--- src/rtl/uart_rx_fifo.sv ---
// Receive byte FIFO behind uart_rx: first-word-fall-through pop, buffered-line count, sticky overflow.
// Optional build macro UART_RX_FIFO_CR_STRIP_EN discards received 0x0D bytes before they reach the FIFO.
module uart_rx_fifo #(
    parameter int ADDR_W = 4,
    parameter int DATA_W = 8
) (
    input  logic              clk,
    input  logic              reset,
    input  logic              rx_end,
    input  logic [DATA_W-1:0] rx_data,
    input  logic              rd_en,
    input  logic              ovf_clr,
    output logic [DATA_W-1:0] rd_data,
    output logic              empty,
    output logic              full,
    output logic [ADDR_W:0]   count,
    output logic [ADDR_W:0]   line_cnt,
    output logic              line_ready,
    output logic              overflow
);

    localparam int DEPTH = 1 << ADDR_W;
    localparam logic [ADDR_W:0]   COUNT_FULL = (ADDR_W+1)'(DEPTH);
    localparam logic [DATA_W-1:0] LF_BYTE    = DATA_W'(8'h0A);

    logic [DATA_W-1:0] mem_reg [DEPTH];
    logic [ADDR_W-1:0] wr_ptr_reg, wr_ptr_next;
    logic [ADDR_W-1:0] rd_ptr_reg, rd_ptr_next;
    logic [ADDR_W:0]   count_reg, count_next;
    logic [ADDR_W:0]   line_cnt_reg, line_cnt_next;
    logic              overflow_reg, overflow_next;

    logic byte_keep;
    logic rx_valid;
    logic wr_acc;
    logic rd_acc;
    logic drop;
    logic lf_in;
    logic lf_out;

`ifdef UART_RX_FIFO_CR_STRIP_EN
    localparam logic [DATA_W-1:0] CR_BYTE = DATA_W'(8'h0D);
    assign byte_keep = (rx_data != CR_BYTE);
`else
    assign byte_keep = 1'b1;
`endif

    assign empty      = (count_reg == '0);
    assign full       = (count_reg == COUNT_FULL);
    assign rd_acc     = rd_en & ~empty;
    assign rx_valid   = rx_end & byte_keep;
    // A pop in the same cycle frees the slot, so a full FIFO can still take the byte.
    assign wr_acc     = rx_valid & (~full | rd_acc);
    assign drop       = rx_valid & full & ~rd_acc;
    assign rd_data    = mem_reg[rd_ptr_reg];
    assign lf_in      = wr_acc & (rx_data == LF_BYTE);
    assign lf_out     = rd_acc & (rd_data == LF_BYTE);

    assign count      = count_reg;
    assign line_cnt   = line_cnt_reg;
    assign line_ready = (line_cnt_reg != '0);
    assign overflow   = overflow_reg;

    always_comb begin
        wr_ptr_next   = wr_ptr_reg;
        rd_ptr_next   = rd_ptr_reg;
        count_next    = count_reg;
        line_cnt_next = line_cnt_reg;
        overflow_next = overflow_reg;

        if (wr_acc) begin
            wr_ptr_next = wr_ptr_reg + ADDR_W'(1);
        end
        if (rd_acc) begin
            rd_ptr_next = rd_ptr_reg + ADDR_W'(1);
        end

        case ({wr_acc, rd_acc})
            2'b10:   count_next = count_reg + (ADDR_W+1)'(1);
            2'b01:   count_next = count_reg - (ADDR_W+1)'(1);
            default: count_next = count_reg;
        endcase

        case ({lf_in, lf_out})
            2'b10:   line_cnt_next = line_cnt_reg + (ADDR_W+1)'(1);
            2'b01:   line_cnt_next = line_cnt_reg - (ADDR_W+1)'(1);
            default: line_cnt_next = line_cnt_reg;
        endcase

        // A fresh drop beats a clear arriving in the same cycle.
        if (drop) begin
            overflow_next = 1'b1;
        end else if (ovf_clr) begin
            overflow_next = 1'b0;
        end
    end

    always_ff @(posedge clk) begin
        if (reset) begin
            wr_ptr_reg   <= '0;
            rd_ptr_reg   <= '0;
            count_reg    <= '0;
            line_cnt_reg <= '0;
            overflow_reg <= 1'b0;
        end else begin
            wr_ptr_reg   <= wr_ptr_next;
            rd_ptr_reg   <= rd_ptr_next;
            count_reg    <= count_next;
            line_cnt_reg <= line_cnt_next;
            overflow_reg <= overflow_next;
        end
    end

    // Storage contents are don't-care after reset, so the array carries no reset.
    always_ff @(posedge clk) begin
        if (wr_acc && !reset) begin
            mem_reg[wr_ptr_reg] <= rx_data;
        end
    end

endmodule
--- config.mk ---
export PLATFORM = sky130hd
export DESIGN_NAME = uart_rx_fifo
export DESIGN_NICKNAME = d
export VERILOG_FILES = /design/src/rtl/uart_rx_fifo.sv
export SDC_FILE = /design/constraint.sdc
export NUM_CORES = 1
export LEC_CHECK = 0
export BUFFER_PORTS_ARGS = -buffer_cell sky130_fd_sc_hd__buf_2
export CORE_ASPECT_RATIO = 0.6
export CORE_MARGIN = 10
export CORE_UTILIZATION = 25
export CTS_BUF_LIST = sky130_fd_sc_hd__clkbuf_16
export DETAILED_ROUTE_END_ITERATION = 7
export SYNTH_ARGS = -nofsm -noshare
export SYNTH_HDL_FRONTEND = slang
export SYNTH_SLANG_ARGS = --single-unit
--- constraint.sdc ---
create_clock -name clk -period 4.1 [get_ports clk]
set_input_delay 0.205 -clock clk [delete_from_list [all_inputs] [get_ports clk]]
set_output_delay 0.205 -clock clk [all_outputs]
set_load 0.05 [all_outputs]
==> impl_metrics.toml <==
[grt]
gr-usage-all-layers_pct = 9.69
number_of_antenna_violations_at_the_first_check_in_global_routing = 0
first_global_vias = 3604
globalRouteOverflowTotal = 0
grt_first_pass_wirelength_um = 22600
pin_count_of_the_biggest_net_entering_global_routing = 25

[cells_and_area]
antenna_cells_inserted = 0
final_common_cell = "sky130_fd_sc_hd__edfxtp_1"
most-common-layout-cells = "sky130_fd_sc_hd__edfxtp_1, sky130_fd_sc_hd__nor2_1, sky130_fd_sc_hd__buf_2, sky130_fd_sc_hd__mux4_2, sky130_fd_sc_hd__dfxtp_1"
fin_nets = 448
synthToLayoutAreaGrowth_pct = 21.2
largest_register_ffs = 128
drive_above_1_share_pct = 30.2
layout.core_utilization_pct = 30.8

[timing]
setup_total_neg_slack_ns = 0
final_min_period_over_clock_period_pct = 95.3
worst-slew-pin-transition_ns = 1.20
timing.slew.headroom_pct = 19.8
final_max_slew_viol_count = 0
final.min_clock_period_ns = 3.91
timing.fmax_mhz = 256
timing_hold_violations_final = 0
clock-skew-final_ns = 0.0101
report.final.setup_viol = 0

[drt]
via_to_cell_ratio = 4.52
routed_wire_length_per_instance_um = 20.0
drt_pre_antenna_iters = 5
ant_nets = 0
remaining_drc_errors = 0
route.final.wire_length_um = 15100
via_count = 3418
drt-initial-drc-count = 294

[hold_path]
hold_path_class = "primary input to flop"
hold_path_depth = 3

[cts]
cts_tree = "yes"
clkSinkCount = 151
worst_setup_hold_path_clk_slew_ns = 0.06
max-clock-path-buffers = 2
cts.root.buffer_cell = "sky130_fd_sc_hd__clkbuf_16"
insertion_delay_ns = 0.43
cts-buffers-inserted = 17
clock_tree.htree_level_count = 4

[placed_design]
place.detailed.hpwl_um = 10200
buffer_ports.inserted = 34
gp_congestion = 0.800

[status]
outcome = "completed"

[power_and_ir_drop]
power-per-cell-area_nw_per_um2 = 602
p_switching_uw = 1380
power.leakage_uw = 0.00249
seqPwrFrac_pct = 39.8
intPower_uw = 3110
vdd_ir_drop_max_uv = 239
clockPowerShare_pct = 36.8
power.share.switching_pct = 30.7
combPwrFrac_pct = 23.3

[yosys]
synthesis.instances = 364
synth.net_count = 391
synth_cell_type_count = 44
synth_edf_count = 128
postSynthRegisterBits = 151
postSynth.topFlopCell = "sky130_fd_sc_hd__edfxtp_1"
ys_warn_count = 0
avgSynthCellArea_um2 = 16.9
syn_area_um2 = 6140
asyncSetResetFlopFracSynth_pct = 0
yosysSeqAreaShare_pct = 70.1

[setup_path]
cp_data_arrival_time_ns = 4.26
class_of_the_most_critical_setup_path = "flop to flop"
wp_data_required_ns = 4.45
critPathCaptureType = "flop"
path_max_fanout = 7
timing.critical_path.from_type = "flop"
worst_r2r_path_depth = 14

[floorplanning]
design.die.area_um2 = 31400
fp.dieW_um = 222
y_dimension_of_the_die_um = 141
num_io_pins = 35
core.rowCount = 44
floorplan.initialDensity_pct = 25.4
design.core.area_um2 = 24200

[job]
maxCapViolCount = 0
## timing repair
action,CTS,global route
setup buffers,0,0
setup endpoints to repair,1,1
gates resized for setup,2,8
pin swaps,0,0
hold buffers,0,0
## critical path, cell delays in order, from the launching register on
cell and delay [ns]:
sky130_fd_sc_hd__dfxtp_4 0.43, sky130_fd_sc_hd__buf_12 0.16, sky130_fd_sc_hd__mux4_2 0.51, sky130_fd_sc_hd__nand2_1 0.11, sky130_fd_sc_hd__nand3_2 0.13, sky130_fd_sc_hd__or4b_4 0.56
sky130_fd_sc_hd__nor4_4 0.24, sky130_fd_sc_hd__ha_2 0.22, sky130_fd_sc_hd__inv_1 0.07, sky130_fd_sc_hd__fa_1 0.40, sky130_fd_sc_hd__nor2b_2 0.15, sky130_fd_sc_hd__o21ai_1 0.09
sky130_fd_sc_hd__and3_1 0.20, sky130_fd_sc_hd__or4_1 0.41, sky130_fd_sc_hd__a21oi_1 0.15
## through the flow
stage / std cells / hold slack [ns] / instance area (um^2) / total power, uW / setup slack, ns
finish: 756 / 0.0579 / 7450 / 4490 / 0.195
floorplan: 364 / 0.304 / 6150 / 2560 / 0.138
detailed placement: 724 / 0.493 / 6800 / 2850 / 0.0153
CTS: 756 / 0.0434 / 7420 / 4500 / 0.0373
global placement: 724 / 0.478 / 6800 / 2830 / 0.0978
global route: 756 / 0.0859 / 7450 / 4660 / -0.0508
## cells by family after synthesis
family          count (synthesis)  synth area share, %
mux                            37                 12.8
xor+xnor                       11                 1.57
flops                         151                 70.1
compound gates                 30                 3.22
buf+inv                        26                 1.85
simple gates                   95                 7.43
fa+ha+maj                      14                 3.10
## cell usage after synthesis, types with 2 or more instances
library cell / instances / share of area [%]
sky130_fd_sc_hd__nand2b_1: 2 / 0.20
sky130_fd_sc_hd__and3_1: 3 / 0.31
sky130_fd_sc_hd__nor2_1: 43 / 2.6
sky130_fd_sc_hd__o21a_1: 2 / 0.24
sky130_fd_sc_hd__dfxtp_1: 23 / 7.5
sky130_fd_sc_hd__xnor2_1: 6 / 0.86
sky130_fd_sc_hd__mux2i_1: 3 / 0.49
sky130_fd_sc_hd__a21o_1: 2 / 0.24
sky130_fd_sc_hd__nand3_1: 7 / 0.57
sky130_fd_sc_hd__mux4_2: 33 / 12
sky130_fd_sc_hd__a21oi_1: 10 / 0.81
sky130_fd_sc_hd__or4_1: 3 / 0.37
sky130_fd_sc_hd__ha_1: 12 / 2.4
sky130_fd_sc_hd__nor3_1: 3 / 0.24
sky130_fd_sc_hd__clkbuf_1: 7 / 0.43
sky130_fd_sc_hd__nand2_1: 16 / 0.98
sky130_fd_sc_hd__edfxtp_1: 128 / 63
sky130_fd_sc_hd__nand4_1: 2 / 0.20
sky130_fd_sc_hd__buf_2: 4 / 0.33
sky130_fd_sc_hd__fa_1: 2 / 0.65
sky130_fd_sc_hd__o22ai_1: 6 / 0.61
sky130_fd_sc_hd__inv_1: 12 / 0.73
sky130_fd_sc_hd__nor2b_1: 6 / 0.61
sky130_fd_sc_hd__a22oi_1: 3 / 0.37
sky130_fd_sc_hd__xor2_1: 5 / 0.71
sky130_fd_sc_hd__or3_1: 2 / 0.20
sky130_fd_sc_hd__nor4_1: 2 / 0.20
## metal layers
layer  vias to the layer above  part of all wire [%]  GRT usage [%]
met4                         0                  0.81           3.79
met3                         9                   7.2           3.02
li1                       1533                     -              -
met2                        98                    45           14.1
met1                      1778                    47           13.2
met5                         -                     0              0
## final timing paths
| check | from | to | slack [ns] |
|---|---|---|---|
| hold reg to reg | rd_ptr_reg[1] | flop | 0.53 |
| hold / removal | rx_end | overflow | 0.06 |
| setup reg to reg | flop | line_cnt[4] | 0.19 |
| setup / recovery | flop | line_cnt[4] | 0.19 |
## power by group through the flow
stage / Combinational [uW] / Sequential [uW] / Clock, uW
2_1_floorplan: 711 / 1840 / 0
3_3_place_gp: 1020 / 1810 / 0
3_5_place_dp: 1040 / 1820 / 0
4_1_cts: 1040 / 1780 / 1670
5_1_grt: 1120 / 1800 / 1740
6_report: 1050 / 1790 / 1650
## cell type report
| type | instances | area (um^2) |
|---|---|---|
| Sequential cell | 151 | 4310 |
| Multi-Input combinational cell | 187 | 1750 |
| Clock buffer | 17 | 425 |
| Clock inverter | 15 | 193 |
| Tap cell | 322 | 403 |
| Inverter | 12 | 45.0 |
| Timing Repair Buffer | 52 | 322 |
| Fill cell | 2321 | 16700 |
Note: power is estimated with default switching activity, not from simulation.
